<file path="src/rtl/pipe_pkg.sv">
// Shared encodings for the pipeline hazard unit: forwarding selects,
// hazard FSM states and the width of the sequence down-counter.
package pipe_pkg;

    typedef enum logic [1:0] {
        FWD_RF  = 2'b00,
        FWD_EX  = 2'b01,
        FWD_MEM = 2'b10
    } fwd_sel_t;

    typedef enum logic [1:0] {
        S_RUN   = 2'b00,
        S_STALL = 2'b01,
        S_FLUSH = 2'b10
    } haz_state_t;

    localparam int CNT_W = 3;

endpackage

</file>
<file path="src/rtl/pipe_hazard_unit_fwd_match.sv">
// Per-operand dependency compare: picks the forwarding source and reports
// a raw EX-destination hit used by the load-use and branch hazard checks.
module fwd_match
    import pipe_pkg::*;
#(
    parameter int RA_W     = 3,
    parameter int ZERO_REG = 1
) (
    input  logic [RA_W-1:0] i_rs,
    input  logic            i_use,
    input  logic [RA_W-1:0] i_ex_rd,
    input  logic            i_ex_we,
    input  logic            i_ex_is_ld,
    input  logic [RA_W-1:0] i_mem_rd,
    input  logic            i_mem_we,
    output logic [1:0]      o_sel,
    output logic            o_ex_hit
);

    logic     w_ex_zero;
    logic     w_mem_zero;
    logic     w_mem_hit;
    fwd_sel_t w_sel;

    assign w_ex_zero  = (ZERO_REG != 0) && (i_ex_rd == '0);
    assign w_mem_zero = (ZERO_REG != 0) && (i_mem_rd == '0);

    // Hit ignores the write enable so the caller can qualify it per hazard
    assign o_ex_hit  = i_use && (i_rs == i_ex_rd) && !w_ex_zero;
    assign w_mem_hit = i_use && i_mem_we && (i_rs == i_mem_rd) && !w_mem_zero;

    always_comb begin
        w_sel = FWD_RF;
        if (o_ex_hit && i_ex_we && !i_ex_is_ld)
            w_sel = FWD_EX;
        else if (w_mem_hit)
            w_sel = FWD_MEM;
    end

    assign o_sel = w_sel;

endmodule

</file>
<file path="src/rtl/pipe_hazard_unit.sv">
// Forwarding select, load-use/branch stall and taken-branch flush control.
// Define PIPE_HAZARD_STATS_EN to add saturating stall/flush cycle counters.
module pipe_hazard_unit
    import pipe_pkg::*;
#(
    parameter int RA_W      = 3,
    parameter int LOAD_LAT  = 1,
    parameter int FLUSH_CYC = 1,
    parameter int ZERO_REG  = 1
) (
    input  logic            clk,
    input  logic            rst,
    input  logic            id_valid,
    input  logic [RA_W-1:0] id_rs1,
    input  logic [RA_W-1:0] id_rs2,
    input  logic            id_use1,
    input  logic            id_use2,
    input  logic            id_is_br,
    input  logic            ex_we,
    input  logic            ex_is_ld,
    input  logic [RA_W-1:0] ex_rd,
    input  logic            mem_we,
    input  logic [RA_W-1:0] mem_rd,
    input  logic            br_taken,
    output logic [1:0]      fwd_a,
    output logic [1:0]      fwd_b,
    output logic            stall,
    output logic            flush
`ifdef PIPE_HAZARD_STATS_EN
    ,
    output logic [15:0]     stall_cnt,
    output logic [15:0]     flush_cnt
`endif
);

    localparam logic [CNT_W-1:0] FL_INIT =
        (FLUSH_CYC > 1) ? CNT_W'(FLUSH_CYC - 2) : '0;
    localparam logic [CNT_W-1:0] LD_INIT =
        (LOAD_LAT > 1) ? CNT_W'(LOAD_LAT - 2) : '0;
    localparam haz_state_t FL_NEXT = (FLUSH_CYC > 1) ? S_FLUSH : S_RUN;
    localparam haz_state_t LD_NEXT = (LOAD_LAT > 1) ? S_STALL : S_RUN;

    logic             w_hit_a;
    logic             w_hit_b;
    logic             w_lu;
    logic             w_bd;
    haz_state_t       r_state;
    haz_state_t       w_nstate;
    logic [CNT_W-1:0] r_cnt;
    logic [CNT_W-1:0] w_ncnt;

    fwd_match #(.RA_W(RA_W), .ZERO_REG(ZERO_REG)) u_fwd_a (
        .i_rs       (id_rs1),
        .i_use      (id_use1),
        .i_ex_rd    (ex_rd),
        .i_ex_we    (ex_we),
        .i_ex_is_ld (ex_is_ld),
        .i_mem_rd   (mem_rd),
        .i_mem_we   (mem_we),
        .o_sel      (fwd_a),
        .o_ex_hit   (w_hit_a)
    );

    fwd_match #(.RA_W(RA_W), .ZERO_REG(ZERO_REG)) u_fwd_b (
        .i_rs       (id_rs2),
        .i_use      (id_use2),
        .i_ex_rd    (ex_rd),
        .i_ex_we    (ex_we),
        .i_ex_is_ld (ex_is_ld),
        .i_mem_rd   (mem_rd),
        .i_mem_we   (mem_we),
        .o_sel      (fwd_b),
        .o_ex_hit   (w_hit_b)
    );

    assign w_lu = id_valid && ex_is_ld && (w_hit_a || w_hit_b);
    assign w_bd = id_valid && id_is_br && ex_we && !ex_is_ld
                  && (w_hit_a || w_hit_b);

    always_ff @(posedge clk or posedge rst) begin
        if (rst) begin
            r_state <= S_RUN;
            r_cnt   <= '0;
        end else begin
            r_state <= w_nstate;
            r_cnt   <= w_ncnt;
        end
    end

    always_comb begin
        w_nstate = r_state;
        w_ncnt   = r_cnt;
        stall    = 1'b0;
        flush    = 1'b0;
        unique case (r_state)
            S_RUN: begin
                if (br_taken) begin
                    flush    = 1'b1;
                    w_nstate = FL_NEXT;
                    w_ncnt   = FL_INIT;
                end else if (w_lu) begin
                    stall    = 1'b1;
                    w_nstate = LD_NEXT;
                    w_ncnt   = LD_INIT;
                end else if (w_bd) begin
                    stall = 1'b1;
                end
            end
            S_STALL: begin
                // A taken branch kills the stalled instruction outright
                if (br_taken) begin
                    flush    = 1'b1;
                    w_nstate = FL_NEXT;
                    w_ncnt   = FL_INIT;
                end else begin
                    stall = 1'b1;
                    if (r_cnt == '0)
                        w_nstate = S_RUN;
                    else
                        w_ncnt = r_cnt - 1'b1;
                end
            end
            S_FLUSH: begin
                flush = 1'b1;
                if (r_cnt == '0)
                    w_nstate = S_RUN;
                else
                    w_ncnt = r_cnt - 1'b1;
            end
            default: begin
                w_nstate = S_RUN;
                w_ncnt   = '0;
            end
        endcase
    end

`ifdef PIPE_HAZARD_STATS_EN
    logic [15:0] r_stall_cnt;
    logic [15:0] r_flush_cnt;

    always_ff @(posedge clk or posedge rst) begin
        if (rst) begin
            r_stall_cnt <= '0;
            r_flush_cnt <= '0;
        end else begin
            if (stall && (r_stall_cnt != 16'hFFFF))
                r_stall_cnt <= r_stall_cnt + 16'd1;
            if (flush && (r_flush_cnt != 16'hFFFF))
                r_flush_cnt <= r_flush_cnt + 16'd1;
        end
    end

    assign stall_cnt = r_stall_cnt;
    assign flush_cnt = r_flush_cnt;
`endif

endmodule

</file>
<file path="config.mk">
export PLATFORM = sky130hd
export DESIGN_NAME = pipe_hazard_unit
export DESIGN_NICKNAME = d
export VERILOG_FILES = /design/src/rtl/pipe_pkg.sv /design/src/rtl/pipe_hazard_unit_fwd_match.sv /design/src/rtl/pipe_hazard_unit.sv
export SDC_FILE = /design/constraint.sdc
export NUM_CORES = 1
export LEC_CHECK = 0
export BUFFER_PORTS_ARGS = -buffer_cell sky130_fd_sc_hd__buf_4
export CORE_UTILIZATION = 43
export DETAILED_ROUTE_END_ITERATION = 8
export PLACE_DENSITY = 0.76
export SLEW_MARGIN = 20
export SYNTH_ARGS = -nofsm -noshare
export SYNTH_HDL_FRONTEND = slang
export SYNTH_SLANG_ARGS = --single-unit
</file>
<file path="constraint.sdc">
create_clock -name clk -period 1.9 [get_ports clk]
set_input_delay 0.38 -clock clk [delete_from_list [all_inputs] [get_ports clk]]
set_output_delay 0.38 -clock clk [all_outputs]
set_load 0.005 [all_outputs]
</file>
Word level (Yosys, flattened, before mapping)
Cells that the tools add are included.
{"block": "totals", "reg_bits": 5, "input_bits": 22, "out_inout_bits": 6, "elab_cells": 60}
{"block": "classes", "addsub": 1, "eq_ne": 7, "n_mux": 21, "n_reduce_logical": 29}
{"cell": "1-bit logical AND", "count": 20}
{"cell": "2-bit 2-to-1 mux", "count": 8}
{"cell": "3-bit equality test", "count": 4}
{"cell": "3-bit 2-to-1 mux", "count": 4}
{"cell": "3-bit logical NOT", "count": 3}
{"cell": "3-bit one-hot mux with 3 select lines", "count": 1}
{"cell": "2-bit one-hot mux with 3 select lines", "count": 1}
{"cell": "1-bit 2-to-1 mux", "count": 5}
{"cell": "1-bit one-hot mux with 2 select lines", "count": 2}
{"cell": "1-bit logical NOT", "count": 3}
{"cell": "3-bit != test, second input constant", "count": 1}
{"cell": "3-bit by 1-bit subtractor with 3-bit output, second input constant", "count": 1}
{"cell": "2-bit by 1-bit equality test with 1-bit output, second input constant", "count": 1}
{"cell": "2-bit equality test, second input constant", "count": 1}
{"cell": "2-bit logical NOT", "count": 1}
{"cell": "2-bit OR reduction", "count": 1}
{"cell": "1-bit logical OR", "count": 1}

Logic depth before layout (Yosys ltp)
Gate-level depths: netlist of the first run.
{"block": "logic_depth", "depth_word": 9, "ltp_mapped": 7, "mapped_depth_nobuf": 7}

By module
Synthesis of the first run repeated with hierarchy kept, for this count alone.
{"block": "unflattened", "hier_cells": 76, "area_unflattened_um2": 618.1}
{"module": "pipe_hazard_unit", "instances": 1, "cells_each": 40, "area_each_um2": 370.4, "seq_area_each_um2": 125.1}
{"module": "fwd_match", "instances": 2, "cells_each": 18, "area_each_um2": 123.9, "seq_area_each_um2": 0.0}

Worst setup path before layout of the first run
OpenSTA, ideal clock, no wires.
{"block": "synth_timing", "path_type": "input to output", "from": "input port ex_rd[1]", "to": "output port stall", "t_arrival_ns": 1.175, "t_required_ns": 1.520, "setup_slack_ns": 0.345, "cell_stages": 5, "n_path_buf": 0, "cell_sequence": "or2_2 -> o21ai_0 -> nand2_1 -> o21ai_0 -> a41o_1"}
{"block": "synth_between", "elab_chain_cells": 9, "word_cells_on_any_way": 15, "cone_classes": "eq/ne (2); mux (4); reduce/logical (9)"}
{"item": "start, declared", "line": "pipe_hazard_unit.sv:21", "source": "input logic [RA_W-1:0] ex_rd,"}
{"item": "3-bit equality test or 3-bit logical NOT (tied branches)", "line": "pipe_hazard_unit_fwd_match.sv:29, pipe_hazard_unit_fwd_match.sv:25"}
{"item": "1-bit logical AND or 1-bit logical NOT (tied branches)", "line": "pipe_hazard_unit_fwd_match.sv:29", "source": "assign o_ex_hit = i_use && (i_rs == i_ex_rd) && !w_ex_zero;"}
{"item": "1-bit logical AND", "line": "pipe_hazard_unit_fwd_match.sv:29"}
{"item": "1-bit logical OR (*)", "line": "pipe_hazard_unit.sv:76, pipe_hazard_unit.sv:78"}
{"item": "1-bit logical AND", "line": "pipe_hazard_unit.sv:78", "source": "&& (w_hit_a || w_hit_b);"}
{"item": "1-bit 2-to-1 mux", "line": "pipe_hazard_unit.sv:105", "source": "end else if (w_bd) begin"}
{"item": "1-bit 2-to-1 mux (*)", "line": "pipe_hazard_unit.sv:101", "source": "end else if (w_lu) begin"}
{"item": "1-bit 2-to-1 mux (*)", "line": "pipe_hazard_unit.sv:97", "source": "if (br_taken) begin"}
{"item": "1-bit one-hot mux with 2 select lines (*)", "line": "pipe_hazard_unit.sv:95", "source": "unique case (r_state)"}
{"item": "end, declared", "line": "pipe_hazard_unit.sv:27", "source": "output logic stall,"}
Mark *: on every way between the ends. The rest lies on a longest branch, timed or not.

Worst setup path in the final report of the first run
Same ends and word-level chain as after synthesis.

==> results of run 1 <==
==> registers in the layout, summed over array words and instances, names as in the netlist <==
name / flops
r_cnt: 3
r_state: 2
==> power by group through the flow <==
stage	clock network (W)	registers, W	logic [W]
after floorplan	0	0.000108	0.0000421
after global placement	0	0.000108	0.0000993
after detailed placement	0	0.000108	0.000100
after CTS	0.000126	0.000107	0.000101
after global routing	0.000132	0.000107	0.000111
final	0.000123	0.000107	0.000101
==> per-stage QoR <==
step | instance area [um2] | utilization, % | hold WS, ps
floorplan | 559 | - | 159
global placement | 787 | 68.1 | 293
detailed placement | 787 | 68.1 | 297
CTS | 813 | 70.3 | 36.1
global route | 816 | 70.6 | 42.9
finish | 816 | 70.6 | 33.1
==> logic make-up (layout without fill, tap and decap cells) <==
logic type / after synthesis / count (layout) / synth area share (%)
muxes: 1 / 1 / 2.01
and+or+nand+nor: 26 / 26 / 24.8
AOI/OAI and AO/OA: 16 / 16 / 19.9
xor gates and xnor gates: 10 / 10 / 15.7
adders and majority gates: 5 / 5 / 11.2
buffers and inverters: 6 / 38 / 4.03
DFF: 5 / 5 / 22.4
==> cell usage in the layout (no fill, tap or decap), drive strengths merged <==
cell type and n:
buf 28, xnor2 10, inv 6, nand2 5
ha 5, dfrtp 5, nor2 5, clkbuf 4
nand4 3, nor3 3, o21ai 3, nor2b 2
nand3 2, o21bai 2, nand2b 2, a21oi 2
a31oi 2, o2bb2ai 2, and3 1, or2 1
o21a 1, or3 1, a311oi 1, nor4b 1
a21o 1, a41o 1, mux2 1, o31ai 1
==> critical path: stages <==
cell	delay (ps)
sky130_fd_sc_hd__buf_4	120
sky130_fd_sc_hd__or2_2	280
sky130_fd_sc_hd__o21ai_1	170
sky130_fd_sc_hd__nand2_1	110
sky130_fd_sc_hd__o21ai_0	80
sky130_fd_sc_hd__a41o_1	190
sky130_fd_sc_hd__buf_4	100
==> final timing paths <==
kind | from | cells after the start | endpoint
min in group clk | r_cnt[2] | 2 | r_cnt[2]
setup reg to reg | r_state[1] | 7 | r_cnt[0]
hold / removal | rst | 2 | r_cnt[1]
hold reg to reg | r_cnt[2] | 2 | r_cnt[2]
setup / recovery | ex_rd[1] | 7 | stall
max in group asynchronous | rst | 2 | r_state[1]
==> layer usage <==
layer	vias up	wire, um	track usage (%)
li1	309	-	-
met1	263	648	29.4
met2	17	636	36.4
met3	0	68	10.5
met4	0	0	0
met5	-	0	0
==> final cells by class <==
type | count | area share (%)
repair buffers | 28 | 25.8
well taps | 14 | 2.15
multi-input cells | 58 | 50.8
clock buffers | 4 | 3.22
flip-flops and latches | 5 | 15.3
inverters | 6 | 2.76
==> results.tsv, run 1 <==
metric	value	unit
outcome	completed	
CP max FO	3	
static leakage power	0.379	nW
number of placement rows	12	
global-route total usage across every layer	22.7	%
post-cts resize count	0	
count of hold buffers inserted by post-cts repair	0	
# Max-Cap Violations	0	
setup repair after global routing missed its margin	false	
number of nets still failing antenna checks after routing	0	
Most used DFF post-synth	sky130_fd_sc_hd__dfrtp_1	
share of total power consumed by net switching	26.1	%
proportion of power drawn by the clock network	37.1	%
kind of critical path	in -> out	
Pre-antenna DRT Iters	4	
Register Area	125	um2
top post-synthesis cells by count	10 x sky130_fd_sc_hd__xnor2_1, 6 x sky130_fd_sc_hd__inv_1	
final worst path period share	95.5	%
data arrival time of the critical path	1440	ps
type of element capturing the critical path	primary output	
Hold Crit Class	in -> async	
sequential group share of total power	32.3	%
proportion of synthesized flip-flops having asynchronous set or reset	100	%
post-detail-place hpwl	1180	um
share of synthesized area occupied by flip-flops and latches	22.4	%
Max Fclk	551	MHz
mean post-synth cell area	8.11	um2
maximum number of pins on one net before global-route repair	6	
number of enable-type register cells in the synthesized netlist	0	
combinational fraction of design power	30.5	%
initial antenna violation count	0	
relative max-transition margin	77.1	%
drt first-iter violations	1	
number of warnings issued by yosys	0	
antenna diode count	0	
die width	38.1	um
ratio of cells with drive above 1 in the final layout	34.7	%
Finished Layout Cells	115	
fill cell instance count of the final layout	108	
buffer levels on the longest clock path	2	
Gate Count Post-Synth	69	
average via count per standard cell	5.12	
area share of the leading cell type in the synthesized netlist	22.4	%
Final Setup Violations	0	
worst clock skew	7.20	ps
Detailed Route WL	1350	um
clock latency on the worst-skew pair	240	ps
multi-input combinational cell area	414	um2
synth-to-layout area growth	45.9	%
CTS tree	yes	
net switching component of the power	0.0000863	W
dominant cell type by area after synthesis	sky130_fd_sc_hd__dfrtp_1	
Tot Pwr	0.000331	W
number of clock buffers inserted by TritonCTS	3	
number of nets in the layout	129	
die extent in y	38.1	um
Worst setup SP type	input pin	
transition time of the tightest slew-check pin	340	ps
Req. time, crit path	1520	ps
via count of the first global-routing pass	550	
Starting Density	48.4	%
post-CTS setup repair buffer count	0	
Post-Place Worst Slack	21.2	ps
#FFs+latches synth	5	
Min Clock Period, post-route	1820	ps
power density cells	405	nW/um2
internal portion of total power	0.000244	W
CTS sink cnt	5	
die area	1450	um2
leading post-synthesis cells by cell area	sky130_fd_sc_hd__dfrtp_1 22%, sky130_fd_sc_hd__xnor2_1 16%, sky130_fd_sc_hd__ha_1 11%, sky130_fd_sc_hd__inv_1 4.0%, sky130_fd_sc_hd__nand2_1 3.4%	
WL/cell	11.8	um
last weighted congestion value of the routability-driven placer	0.802	
DRC violations left	0	
GRT overflow	0	
clock tree root driver cell	sky130_fd_sc_hd__clkbuf_4	
minimum setup slack among reg-to-reg paths	250	ps
library cells used by synthesis	26	
count of pins on the block boundary	28	
Post-Place Cells	111	
total count of max-transition violations in the final report	0	
cell with the most instances after synthesis	sky130_fd_sc_hd__xnor2_1	
H-tree lvl count	1	
net count of the mapped netlist	96	
Port Buffer Count	27	
IR Drop Worst-Case VDD	0.519	mV
clock transition at the registers of the reported paths	50	ps
wire length of the first global-routing pass	2300	um
total negative slack	0	ps
Post-Syn Area	559	um2
smallest setup slack after layout	84.9	ps
number of hold-slack violations in the final timing report	0	
routed vias	589	
area of the core	1160	um2
Power figures use the tool's default switching activity.
==> run 2: changes to the inputs <==
Clock period 1.9 ns to 1.8 ns, I/O delays scaled along.
==> results.tsv, run 2 (synthesized netlist as in run 1, its figures left out) <==
metric	value	unit
die width	38.1	um
Post-Place Cells	115	
ratio of cells with drive above 1 in the final layout	41.9	%
# Max-Cap Violations	0	
worst clock skew	6.53	ps
post-detail-place hpwl	1150	um
GRT overflow	0	
number of placement rows	12	
CTS tree	yes	
Worst setup SP type	input pin	
average via count per standard cell	5.26	
max reg flops	3	
power density cells	417	nW/um2
CP max FO	2	
H-tree lvl count	1	
maximum number of pins on one net before global-route repair	6	
clock latency on the worst-skew pair	240	ps
highest-count cells in the layout ignoring fill and taps	32 x sky130_fd_sc_hd__buf_4, 9 x sky130_fd_sc_hd__xnor2_1	
WL/cell	11.2	um
last weighted congestion value of the routability-driven placer	0.842	
final worst path period share	95.2	%
setup repair after global routing missed its margin	false	
number of nets in the layout	133	
count of pins on the block boundary	28	
relative max-transition margin	79.8	%
outcome	completed	
initial antenna violation count	0	
Pre-antenna DRT Iters	4	
CTS sink cnt	5	
Top Registers	r_cnt (3), r_state (2)	
die area	1450	um2
Starting Density	48.4	%
data arrival time of the critical path	1350	ps
Finished Layout Cells	119	
via count of the first global-routing pass	560	
antenna diode count	0	
Port Buffer Count	27	
most frequent standard cell in the layout excluding fill and tap cells	sky130_fd_sc_hd__buf_4	
routed vias	626	
global-route total usage across every layer	21.1	%
number of nets still failing antenna checks after routing	0	
IR Drop Worst-Case VDD	0.434	mV
drt first-iter violations	4	
final hold slack	12.8	ps
Final Setup Violations	0	
area of the core	1160	um2
total count of max-transition violations in the final report	0	
number of clock buffers inserted by TritonCTS	3	
kind of critical path	in -> out	
Min Clock Period, post-route	1710	ps
clock transition at the registers of the reported paths	50	ps
Largest Register	r_cnt	
buffer levels on the longest clock path	2	
die extent in y	38.1	um
Detailed Route WL	1340	um
transition time of the tightest slew-check pin	300	ps
number of hold-slack violations in the final timing report	0	
Max Fclk	583	MHz
wire length of the first global-routing pass	2160	um
DRC violations left	0	
clock tree root driver cell	sky130_fd_sc_hd__clkbuf_4	
static leakage power	0.407	nW
type of element capturing the critical path	primary output	
Req. time, crit path	1440	ps
Hold Crit Class	in -> async	
synth-to-layout area growth	54.1	%
[run 2: changes by cell type in the layout (fill, tap and decap cells not counted), sizes merged]
cell  change
buf       +4
[run 2: layout make-up]
cell class	instances	area [um2]
Multi-Input combinational cell	58	430
Timing Repair Buffer	32	240
Sequential cell	5	125
Inverter	6	22.5
Clock buffer	4	26.3
Fill cell	88	294
Tap cell	14	17.5
[run 2: power by group]
part           internal, W  switching [W]  leakage (nW)
Combinational    0.0000681      0.0000484         0.323
Sequential        0.000113              0        0.0699
Clock            0.0000839      0.0000466        0.0150
Total             0.000265      0.0000949         0.407
[run 2: final timing paths]
check / startpoint / endpoint / slack, ps / depth (start not counted)
min in group clk: r_cnt[1] / r_cnt[1] / 520 / 2
min: rst / r_cnt[1] / 10 / 2
min reg2reg: r_cnt[1] / r_cnt[1] / 520 / 2
max: ex_rd[1] / stall / 90 / 7
max in group asynchronous: rst / r_state[1] / 1610 / 2
max reg2reg: r_state[1] / r_cnt[0] / 210 / 7
[run 2: per-layer routing]
layer,vias up,routed length (um),GRT usage [%]
li1,321,-,-
met1,288,644,29.9
met2,17,634,31.8
met3,0,57,8.72
met4,0,0,0
met5,-,0,0
[run 2: worst max-delay path, stage by stage]
cell and delay [ps]:
sky130_fd_sc_hd__buf_4 110, sky130_fd_sc_hd__or2_2 290, sky130_fd_sc_hd__o21ai_2 150, sky130_fd_sc_hd__nand2_1 80, sky130_fd_sc_hd__o21ai_1 70, sky130_fd_sc_hd__a41o_1 180, sky130_fd_sc_hd__buf_4 110
[run 2: stage by stage]
step	worst slack [ps]	instance area (um2)	setup TNS [ps]	utilization (%)	total power (W)
2_1_floorplan	285	559	0	-	0.000159
3_3_place_gp	-38.1	817	-38.1	70.7	0.000225
3_5_place_dp	-28.3	817	-75.4	70.7	0.000225
4_1_cts	39.2	843	0	72.9	0.000358
5_1_grt	1.53	862	0	74.6	0.000379
6_report	85.5	862	0	74.6	0.000360
[run 2: timing repair]
item                                   CTS  global route
setup endpoints to repair                2             3
resized for setup                        1             7
gates cloned                             0             0
pin swaps                                0             1
buffers inserted                         0             0
endpoints found under the hold margin    0             0
hold buffers                             0             0
==> run 3: changes to the inputs <==
Settings changed: ABC_AREA from default to 1, CORE_UTILIZATION 43 to 48, PLACE_DENSITY 0.76 to 0.78.
==> results.tsv, run 3 <==
metric	value	unit
Largest Register	r_cnt	
Top Registers	r_cnt (3), r_state (2)	
post-detail-place hpwl	1760	um
number of clock buffers inserted by TritonCTS	3	
die area	1720	um2
synth-to-layout area growth	37.7	%
share of synthesized area occupied by flip-flops and latches	16.7	%
area of the core	1380	um2
number of enable-type register cells in the synthesized netlist	0	
worst setup path startpoint	r_state[0]	
H-tree lvl count	1	
clock latency on the worst-skew pair	240	ps
cells on worst reg2reg path	9	
die extent in y	41.5	um
Min Clock Period, post-route	1700	ps
Critical Path Most Common Cell	sky130_fd_sc_hd__inv_1	
number of warnings issued by yosys	0	
CTS tree	yes	
proportion of power drawn by the clock network	35.3	%
area share of the leading cell type in the synthesized netlist	26.0	%
die width	41.5	um
ordered list of cells on the worst path	inv_1, ha_1, inv_1, nor2_2, nand4_1, nand2_1, buf_4	
CP max FO	5	
share of total power consumed by net switching	29.5	%
final worst path period share	94.7	%
number of nets in the layout	200	
net count of the mapped netlist	164	
relative max-transition margin	75.7	%
highest-count cells in the layout ignoring fill and taps	52 x sky130_fd_sc_hd__nand2_1, 31 x sky130_fd_sc_hd__buf_4, 22 x sky130_fd_sc_hd__inv_1	
cell family contributing the most delay on the critical path	flip-flops	
GRT overflow	0	
wire length of the first global-routing pass	3590	um
Starting Density	54.2	%
Most used DFF post-synth	sky130_fd_sc_hd__dfrtp_1	
Detailed Route WL	2120	um
cell with the largest stage delay on the worst path	sky130_fd_sc_hd__dfrtp_2	
top post-synthesis cells by count	52 x sky130_fd_sc_hd__nand2_1, 23 x sky130_fd_sc_hd__inv_1, 13 x sky130_fd_sc_hd__nand3_1, 10 x sky130_fd_sc_hd__nor2_1, 6 x sky130_fd_sc_hd__nand4_1	
outcome	completed	
DRC violations left	0	
Post-Place Cells	180	
IR Drop Worst-Case VDD	0.396	mV
maximum number of pins on one net before global-route repair	8	
Pre-antenna DRT Iters	4	
Port Buffer Count	27	
average via count per standard cell	5.16	
clock tree root driver cell	sky130_fd_sc_hd__clkbuf_4	
critical path depth	7	
setup repair after global routing missed its margin	false	
CTS sink cnt	5	
# Max-Cap Violations	0	
most frequent standard cell in the layout excluding fill and tap cells	sky130_fd_sc_hd__nand2_1	
#FFs+latches synth	5	
last weighted congestion value of the routability-driven placer	0.927	
Final Setup Violations	0	
kind of critical path	reg -> out	
static leakage power	0.631	nW
type of element capturing the critical path	primary output	
Hold Crit Class	in -> async	
sequential group share of total power	31.4	%
drt first-iter violations	47	
worst clock skew	5.92	ps
antenna diode count	0	
number of nets still failing antenna checks after routing	0	
number of placement rows	13	
transition time of the tightest slew-check pin	362	ps
buffer levels on the longest clock path	2	
net switching component of the power	0.000106	W
cell with the most instances after synthesis	sky130_fd_sc_hd__nand2_1	
data arrival time of the critical path	1340	ps
total met3 wirelength after detailed routing	100	um
internal portion of total power	0.000253	W
routed vias	964	
total count of max-transition violations in the final report	0	
routed wl met2	1000	um
ratio of cells with drive above 1 in the final layout	27.9	%
count of pins on the block boundary	28	
highest metal layer used by the detailed router	met4	
via count of the first global-routing pass	880	
WL/cell	11.3	um
initial antenna violation count	0	
number of hold-slack violations in the final timing report	0	
Finished Layout Cells	187	
source of the worst register-to-register timing path	r_cnt[0]	
Worst setup SP type	flip-flop	
dominant cell type by area after synthesis	sky130_fd_sc_hd__nand2_1	
library cells used by synthesis	17	
leading post-synthesis cells by cell area	sky130_fd_sc_hd__nand2_1 26%, sky130_fd_sc_hd__dfrtp_1 17%, sky130_fd_sc_hd__inv_1 12%, sky130_fd_sc_hd__nand3_1 8.7%, sky130_fd_sc_hd__ha_1 8.3%	
power density cells	348	nW/um2
combinational fraction of design power	33.3	%
terminus of the critical flop-to-flop path	r_cnt[2]	
max reg flops	3	
Max Fclk	587	MHz
proportion of synthesized flip-flops having asynchronous set or reset	100	%
met1 wire length	1010	um
Post-Syn Area	749	um2
global-route total usage across every layer	26.3	%
Gate Count Post-Synth	137	
Req. time, crit path	1440	ps
clock transition at the registers of the reported paths	50	ps
mean post-synth cell area	5.47	um2
minimum setup slack among reg-to-reg paths	330	ps
Tot Pwr	0.000359	W
sum of buffers and inverters on the critical path	3	
Slowest Stage Delay on Critical Path	430	ps
total negative slack	0	ps
==> run 3: changes by cell type in the layout (fill, tap and decap cells not counted), moves of 3 or more <==
| cell | before | now |
|---|---|---|
| sky130_fd_sc_hd__a21oi_1 | 2 | 5 |
| sky130_fd_sc_hd__inv_1 | 4 | 22 |
| sky130_fd_sc_hd__inv_2 | 2 | 5 |
| sky130_fd_sc_hd__nand2_1 | 5 | 52 |
| sky130_fd_sc_hd__nand3_1 | 2 | 13 |
| sky130_fd_sc_hd__nand4_1 | 3 | 6 |
| sky130_fd_sc_hd__nor2_1 | 5 | 9 |
| sky130_fd_sc_hd__o21ai_0 | 1 | 4 |
| sky130_fd_sc_hd__xnor2_1 | 9 | 0 |
==> run 3: cell families after synthesis <==
kind of cell / count (synthesis) / share of synthesized area, %
simple gates: 90 / 54.4
buf+inv: 27 / 13.5
compound gates: 10 / 7.01
fa+ha+maj: 5 / 8.35
flops: 5 / 16.7
==> run 3: worst max path at each step <==
stage / endpoint / slack [ps]
after floorplan: stall / 220
after global placement: fwd_b[1] / 190
after detailed placement: fwd_b[1] / 190
after CTS: stall / 40
after global routing: stall / 0.4
final: stall / 100
==> run 3: timing repair <==
action                                  in CTS  in global routing
pin swaps                                    0                  0
hold buffers                                 0                  0
resized for setup                            1                  3
buffers inserted                             0                  3
endpoints found under the setup margin       1                  1
==> run 3: cell type report <==
type / count / area (um2)
flip-flops and latches: 5 / 128
fillers: 121 / 350
repair buffers: 31 / 233
clock buffers: 4 / 26.3
multi-input cells: 105 / 526
inverters: 27 / 101
well taps: 15 / 18.8
==> run 3: metal layers <==
| metal | up-vias | track usage, % |
|---|---|---|
| met4 | 0 | 7.74 |
| met2 | 28 | 41.9 |
| li1 | 499 | - |
| met3 | 2 | 4.35 |
| met5 | - | 0 |
| met1 | 435 | 36.2 |
==> run 3: metrics by stage <==
| step | instance area, um2 | util [%] | hold WS (ps) | setup slack [ps] |
|---|---|---|---|---|
| 5_1_grt | 1030 | 74.7 | 27.4 | 0.389 |
| 3_3_place_gp | 978 | 70.8 | 266 | 188 |
| 6_report | 1030 | 74.7 | 19.2 | 95.5 |
| 4_1_cts | 1010 | 72.9 | 18.5 | 38.0 |
| 3_5_place_dp | 978 | 70.8 | 275 | 186 |
| 2_1_floorplan | 749 | - | 139 | 219 |
==> run 3: power groups by stage <==
stage               combinational (W)  sequential, W  clock (W)
finish                       0.000119       0.000113   0.000127
global route                 0.000133       0.000113   0.000143
CTS                          0.000119       0.000113   0.000131
detailed placement           0.000118       0.000114          0
global placement             0.000115       0.000114          0
floorplan                   0.0000547       0.000114          0
